==> config.mk <==
export PLATFORM = sky130hd
export DESIGN_NAME = if_fetch_stage
export DESIGN_NICKNAME = d
export VERILOG_FILES = /design/src/rtl/if_fetch_stage.sv
export SDC_FILE = /design/constraint.sdc
export NUM_CORES = 1
export LEC_CHECK = 0
export CAP_MARGIN = 20
export CELL_PAD_IN_SITES_DETAIL_PLACEMENT = 0
export CELL_PAD_IN_SITES_GLOBAL_PLACEMENT = 2
export CORE_ASPECT_RATIO = 0.8
export CORE_MARGIN = 2
export CORE_UTILIZATION = 35
export CTS_CLUSTER_SIZE = 20
export DETAILED_ROUTE_END_ITERATION = 8
export PLACE_DENSITY_LB_ADDON = 0.05
export SLEW_MARGIN = 25
export SYNTH_ARGS = -nofsm -noshare
export SYNTH_HDL_FRONTEND = slang
export SYNTH_SLANG_ARGS = --single-unit
==> constraint.sdc <==
create_clock -name i_clk -period 3.1 [get_ports i_clk]
set_clock_uncertainty 0.05 [all_clocks]
set_input_delay 0.93 -clock i_clk [delete_from_list [all_inputs] [get_ports i_clk]]
set_output_delay 0.93 -clock i_clk [all_outputs]
set_load 0.005 [all_outputs]
==> src/rtl/if_fetch_stage.sv <==
// if_fetch_stage: instruction-fetch stage. Owns the PC, fetches words over a
// req/ack handshake with variable latency, and feeds IF/ID with instr/PC+4 or
// a NOP bubble. Handles hazard stalls and MEM-stage branch redirects.
// Optional: define IF_FETCH_PERF_EN to add saturating fetch/bubble counters.
`timescale 1ns/1ps
module if_fetch_stage #(
    parameter logic [31:0] RESET_PC = 32'h0000_0000
) (
    input  logic        i_clk,
    input  logic        i_rst_n,
    input  logic        i_stall,
    input  logic        i_redirect,
    input  logic [31:0] i_redirect_pc,
    output logic        o_imem_req,
    output logic [31:0] o_imem_addr,
    input  logic        i_imem_ack,
    input  logic [31:0] i_imem_rdata,
    output logic [31:0] o_instr,
    output logic [31:0] o_next_pc,
    output logic        o_valid
`ifdef IF_FETCH_PERF_EN
   ,output logic [31:0] o_fetch_cnt,
    output logic [31:0] o_bubble_cnt
`endif
);

    typedef enum logic [1:0] {IDLE, FETCH, HOLD, DISCARD} state_t;

    state_t      state_q, state_d;
    logic [31:0] pc_q, pc_d;
    logic [31:0] buf_q, buf_d;     // word captured while stalled
    logic [31:0] pend_q, pend_d;   // redirect target waiting for old ack
    logic [31:0] pc_inc, rpc;
    logic        deliver, bubble;
    logic [31:0] dlv_data;

    assign pc_inc      = pc_q + 32'd4;
    assign rpc         = i_redirect_pc & ~32'h3;
    // Request side is decoded from registered state only.
    assign o_imem_req  = (state_q == FETCH) || (state_q == DISCARD);
    assign o_imem_addr = {pc_q[31:2], 2'b00};

    // Next-state, PC and output-action decode.
    always_comb begin
        state_d  = state_q;
        pc_d     = pc_q;
        buf_d    = buf_q;
        pend_d   = pend_q;
        deliver  = 1'b0;
        bubble   = 1'b0;
        dlv_data = 32'h0;
        case (state_q)
            IDLE: begin
                state_d = FETCH;
                bubble  = i_redirect;
            end
            FETCH: begin
                if (i_imem_ack) begin
                    if (i_redirect) begin
                        pc_d   = rpc;
                        bubble = 1'b1;
                    end else if (!i_stall) begin
                        deliver  = 1'b1;
                        dlv_data = i_imem_rdata;
                        pc_d     = pc_inc;
                    end else begin
                        buf_d   = i_imem_rdata;
                        state_d = HOLD;
                    end
                end else begin
                    if (i_redirect) begin
                        // old request must still complete before retargeting
                        pend_d  = rpc;
                        state_d = DISCARD;
                        bubble  = 1'b1;
                    end else if (!i_stall) begin
                        bubble = 1'b1;
                    end
                end
            end
            HOLD: begin
                if (i_redirect) begin
                    pc_d    = rpc;
                    state_d = FETCH;
                    bubble  = 1'b1;
                end else if (!i_stall) begin
                    deliver  = 1'b1;
                    dlv_data = buf_q;
                    pc_d     = pc_inc;
                    state_d  = FETCH;
                end
            end
            default: begin // DISCARD
                if (i_redirect) pend_d = rpc;
                if (i_imem_ack) begin
                    pc_d    = i_redirect ? rpc : pend_q;
                    state_d = FETCH;
                end
                bubble = i_redirect || !i_stall;
            end
        endcase
    end

    // State, PC, buffers and registered IF/ID outputs.
    always_ff @(posedge i_clk or negedge i_rst_n) begin
        if (!i_rst_n) begin
            state_q   <= IDLE;
            pc_q      <= RESET_PC;
            buf_q     <= 32'h0;
            pend_q    <= 32'h0;
            o_valid   <= 1'b0;
            o_instr   <= 32'h0;
            o_next_pc <= 32'h0;
        end else begin
            state_q <= state_d;
            pc_q    <= pc_d;
            buf_q   <= buf_d;
            pend_q  <= pend_d;
            if (bubble) begin
                o_valid   <= 1'b0;
                o_instr   <= 32'h0;
                o_next_pc <= 32'h0;
            end else if (deliver) begin
                o_valid   <= 1'b1;
                o_instr   <= dlv_data;
                o_next_pc <= pc_inc;
            end
        end
    end

`ifdef IF_FETCH_PERF_EN
    // Saturating counters of delivered instructions and bubble actions.
    always_ff @(posedge i_clk or negedge i_rst_n) begin
        if (!i_rst_n) begin
            o_fetch_cnt  <= 32'h0;
            o_bubble_cnt <= 32'h0;
        end else begin
            if (deliver && o_fetch_cnt != 32'hFFFF_FFFF)
                o_fetch_cnt <= o_fetch_cnt + 32'd1;
            if (bubble && o_bubble_cnt != 32'hFFFF_FFFF)
                o_bubble_cnt <= o_bubble_cnt + 32'd1;
        end
    end
`endif

endmodule

# Word level (Yosys, flattened, before mapping)
# Cells that the tools add are included.
[classes]
n_addsub = 1
mul = 0
div = 0
n_lt_le_gt_ge = 0
eq_ne = 9
n_shift = 0
n_mux = 36
bitwise = 3
n_reduce_logical = 12
[op_table]
columns = ["operator", "n"]
rows = [
  ["$mux 32", 15],
  ["$pmux 32 s2", 2],
  ["$pmux 32 s3", 1],
  ["$add 32x3->32 const B", 1],
  ["$mux 2", 7],
  ["$ne 3x3->1 const B", 4],
  ["$mux 1", 8],
  ["$pmux 2 s3", 1],
  ["$reduce_and 5->1", 1],
  ["$eq 2x2->1 const B", 2],
  ["$ne 2x2->1 const B", 2],
  ["$reduce_and 4->1", 1],
  ["$reduce_bool 2->1", 2],
  ["$reduce_bool 4->1", 1],
  ["$not 1->1", 3],
  ["$pmux 1 s3", 1],
  ["$reduce_and 3->1", 1],
  ["$eq 2x1->1 const B", 1],
  ["$logic_not 2->1", 1],
  ["$logic_or 1x1->1", 2],
  ["$pmux 1 s2", 1],
  ["$reduce_and 2->1", 1],
  ["$reduce_or 2->1", 1],
  ["$logic_not 1->1", 1],
]
[word_totals]
ff_bits = 163
latchBits = 0
ramBits = 0
rom_bits = 0
input_bits = 69
output_inout_bits = 98
n_memories = 0

# Depth between registers and ports, before layout
# Gate-level depths: netlist of the first run.
[depth]
ltp_word = 6
mapped_depth = 10
mapped_depth_nobuf = 7

# Least setup slack after synthesis of the first run
# Ideal clock, no wire load.
[synth_timing]
kind = "input -> register"
startpoint = "in i_imem_ack"
endpoint = "reg o_next_pc[11]"
arrival_ps = 2147
required_ps = 2972
slack_ps = 825
stages = 7
n_path_buf = 3
cell_sequence = "and2_1 > buf_2 > o211a_1 > clkbuf_1 > buf_2 > nor2_1 > o2bb2ai_1"
[synth_via]
elab_chain_cells = 3
word_cells_on_any_way = 6
cone_classes = "mux: 5; reduce/logical: 1"
[synth_rtl]
columns = ["item", "line_no", "text"]
rows = [
  ["from (decl)", "16", "input logic i_imem_ack,"],
  ["$mux 1", "58", "if (i_imem_ack) begin"],
  ["$pmux 1 s3 / $pmux 1 s2 (equally long branches)", "52", "case (state_q)"],
  ["$mux 32 / $reduce_bool 2->1 (equally long branches)", "n/a", ""],
  ["to (signal assigned)", "126", "o_next_pc <= pc_inc;"],
  ["to (decl)", "19", "output logic [31:0] o_next_pc,"],
]
# Several ways; a longest one is shown, not always the timed one.
# A chain may end at the register's enable or synchronous reset.

# Worst setup path after layout of the first run
[layout_timing]
startpoint = "reg state_q[1]"
endpoint = "out o_imem_req"
[layout_via]
elab_chain_cells = 2
word_cells_on_any_way = 3
cone_classes = "eq/ne: 2; reduce/logical: 1"
[layout_rtl]
columns = ["item", "line_no", "text"]
rows = [
  ["from (decl)", "29", "state_t state_q, state_d;"],
  ["from (signal assigned)", "115", "state_q <= state_d;"],
  ["$eq 2x1->1 / $eq 2x2->1 (equally long branches)", "40", "assign o_imem_req = (state_q == FETCH) || (state_q == DISCARD);"],
  ["$logic_or 1x1->1 (*)", "40", ""],
  ["to (decl)", "14", "output logic o_imem_req,"],
]
# Mark *: on every way between the ends. The rest lies on a longest branch, timed or not.

==> flow_summary.toml, run 1 <==
[clock_tree]
htree_levels = 4
tritoncts = "yes"
cts_buffers = 17
cts_setup_buffers = 0
clock_sinks = 163
hold_buffers = 0
cts_root_buf = "clkbuf_16"
clockBufferDepth = 2
cts.clk_slew.worst_paths_ns = 0.07
clock_latency_ns = 0.42
ctsResizeCount = 0

[detailed_routing]
ant_nets = 0
drt_first_pass_iters = 5
viasPerCell = 5.32
drt_iter0_markers = 394
wirelength_um = 23100
post_drt_wl_per_cell_um = 19.0
drc = 0
vias = 6457

[cells_and_area]
layout-drive-gt1-share = 0.158
layout.nets = 968
area_growth_pct = 33.9
multiInputGateArea_um2 = 3600
fillCellCount = 2148
antenna_cells = 0
area.sequential_um2 = 4080

[setup_path]
crit_type = "reg2out"
end_kind = "primary output"
start_kind = "flop"
worstPathArrival_ns = 1.89
required_ns = 2.12
r2r_setup_slack_ns = 0.69
cp_max_fo = 8

[placement]
dpl.hpwl_um = 15700
place.gp.congestion = 0.771
portBuffers = 162

[power_and_ir_drop]
power_density_nw_per_um2 = 875
max-vdd-ir-drop_v = 0.000334
total_leakage_power_uw = 0.00430

[synth]
ys.warnings.count = 0
post_synth_instance_area_um2 = 7980
ys_seq_elements = 163
synth_edf_count = 0
synthArstFlopShare = 1.00
yosys.cell_types.count = 56
synth_top_cells_by_area = "dfrtp_1 51%, mux2_2 9.2%, a221oi_1 4.0%"
synth_largest_area_cell = "dfrtp_1"
synth_top_area_frac = 0.511
avgSynthCellArea_um2 = 10.7
synth_cells = 746
ys.flop_type = "dfrtp_1"
yosysSeqAreaShare = 0.511

[floorplanning]
start_util = 0.355
io_pins = 167
die_x_um = 173
coreArea_um2 = 22400
die-area_um2 = 24000
num_rows = 49
die_h_um = 139

[timing]
tns_ns = 0
worst_pin_slew_ns = 0.823
fmax_mhz = 349
hold_violations = 0
slew_headroom = 0.450
drv_slew = 0
whs_ns = 0.448
period_needed_ns = 2.87
finalSetupViolCount = 0
period_share = 0.925
rsz0062_at_grt = "no"

[global_routing]
grt_max_degree = 70
grt_usage = 0.197
overflow = 0
grt_pass1_vias = 6778
grt_pass1_wl_um = 37800
antenna_found_initial = 0

[hold_path]
hold_path_class = "in2async"

[job]
cap_violations = 0

[status]
status = "completed"
==> area by class of cell <==
cell class / instances / area share
clock inverter: 14 / 0.0155
tap: 306 / 0.0359
sequential: 163 / 0.382
inverter: 12 / 0.00422
timing repair buffer: 191 / 0.184
clock buffer: 18 / 0.0411
multi-input combinational: 509 / 0.337
==> per-stage QoR <==
stage	cell area, µm²	util	power [µW]	setup WS, ns	instances
6_report	10700	0.476	9350	0.232	1213
5_1_grt	10700	0.476	9980	0.0673	1213
4_1_cts	10700	0.476	9440	0.150	1213
3_5_place_dp	10100	0.449	7200	0.256	1181
3_3_place_gp	10000	0.448	7060	0.139	1180
2_1_floorplan	7980	-	5480	0.825	747
==> cell usage after synthesis (8+ instances only) <==
| cell | n |
|---|---|
| nor2_1 | 80 |
| xor2_1 | 12 |
| inv_1 | 12 |
| buf_2 | 19 |
| nor3_1 | 37 |
| nor3b_1 | 17 |
| mux2_2 | 65 |
| o21ai_0 | 25 |
| a211oi_1 | 24 |
| nand2_1 | 31 |
| nand3_1 | 8 |
| dfrtp_1 | 163 |
| a21oi_1 | 38 |
| xnor2_1 | 17 |
| o22ai_1 | 8 |
| clkbuf_1 | 35 |
| o2bb2ai_1 | 14 |
| a221oi_1 | 36 |
==> flip-flops by register name (all words and copies together), names as in the netlist <==
name and flops:
o_instr 32, state_q 2, o_valid 1, buf_q 32, pc_q 32, o_next_pc 32, pend_q 32
==> worst paths after layout <==
kind                            cells after the start        from          end
worst min-delay path                                1     i_rst_n  o_instr[15]
max in group asynchronous                           2     i_rst_n     pc_q[29]
worst max-delay path                                4  state_q[1]   o_imem_req
worst min register to register                      1   pend_q[1]    pend_q[1]
min in group i_clk                                  1   pend_q[1]    pend_q[1]
worst max register to register                      6  state_q[0]     pc_q[16]
==> report_power, final <==
part / leakage [µW] / internal, µW / switching [µW]
combinational: 0.00191 / 1880 / 1720
clock: 0.000303 / 1240 / 965
sequential: 0.00208 / 2880 / 662
total: 0.00430 / 6000 / 3350
==> critical path: stages, from the launching register on <==
cell and delay [ns]:
dfrtp_1 0.42, inv_1 0.10, ha_2 0.25, or2_1 0.18, clkdlybuf4s50_1 0.52
==> cell families (layout without fill, tap and decap cells) <==
| family | after synthesis | after routing | synth area share |
|---|---|---|---|
| other | 1 | 2 | 0.000470 |
| flip-flops | 163 | 163 | 0.511 |
| AND/OR/NAND/NOR | 219 | 219 | 0.142 |
| AO/OA/AOI/OAI | 184 | 184 | 0.167 |
| buffers and inverters | 75 | 235 | 0.0406 |
| XOR/XNOR | 29 | 29 | 0.0318 |
| multiplexers | 70 | 70 | 0.0981 |
| adder cells (fa/ha/maj) | 5 | 5 | 0.00784 |
==> layer usage <==
metal,vias up,global-route usage,part of all wire
met3,19,0.0351,0.038
met5,-,0,0
met4,0,0.0540,0.011
met1,3252,0.286,0.50
li1,3030,-,-
met2,156,0.305,0.45
==> layout by cell type (no fill, tap or decap), drive strengths merged, types with 6 or more instances in the layout <==
cell type	netlist	final
o31a	7	7
xor2	12	12
nor3b	17	17
a22o	6	6
inv	12	22
o22ai	8	8
a211oi	26	26
a221oi	36	36
clkdlybuf4s50	0	160
o2bb2ai	14	14
and3	7	7
buf	28	31
clkbuf	35	18
and2	7	7
mux2	65	65
a21oi	38	38
dfrtp	163	163
nand2	31	31
xnor2	17	17
nand3	8	8
nand4	9	9
nor2	80	80
nor3	37	37
o21ai	25	25
and4	7	7
Note: power is estimated with default switching activity, not from simulation.
==> run 2, diff against run 1 <==
Settings changed: ABC_CLOCK_PERIOD_IN_PS set to 3100, GPL_ROUTABILITY_DRIVEN set to 0.
==> results of run 2 <==
Same layout as run 1: the final DEF is identical, and so are final timing and power.
==> run 3, diff against run 2 <==
Settings changed: GPL_ROUTABILITY_DRIVEN 0 to unset.
==> results of run 3 <==
Same layout as run 1: the final DEF is identical, and so are final timing and power.
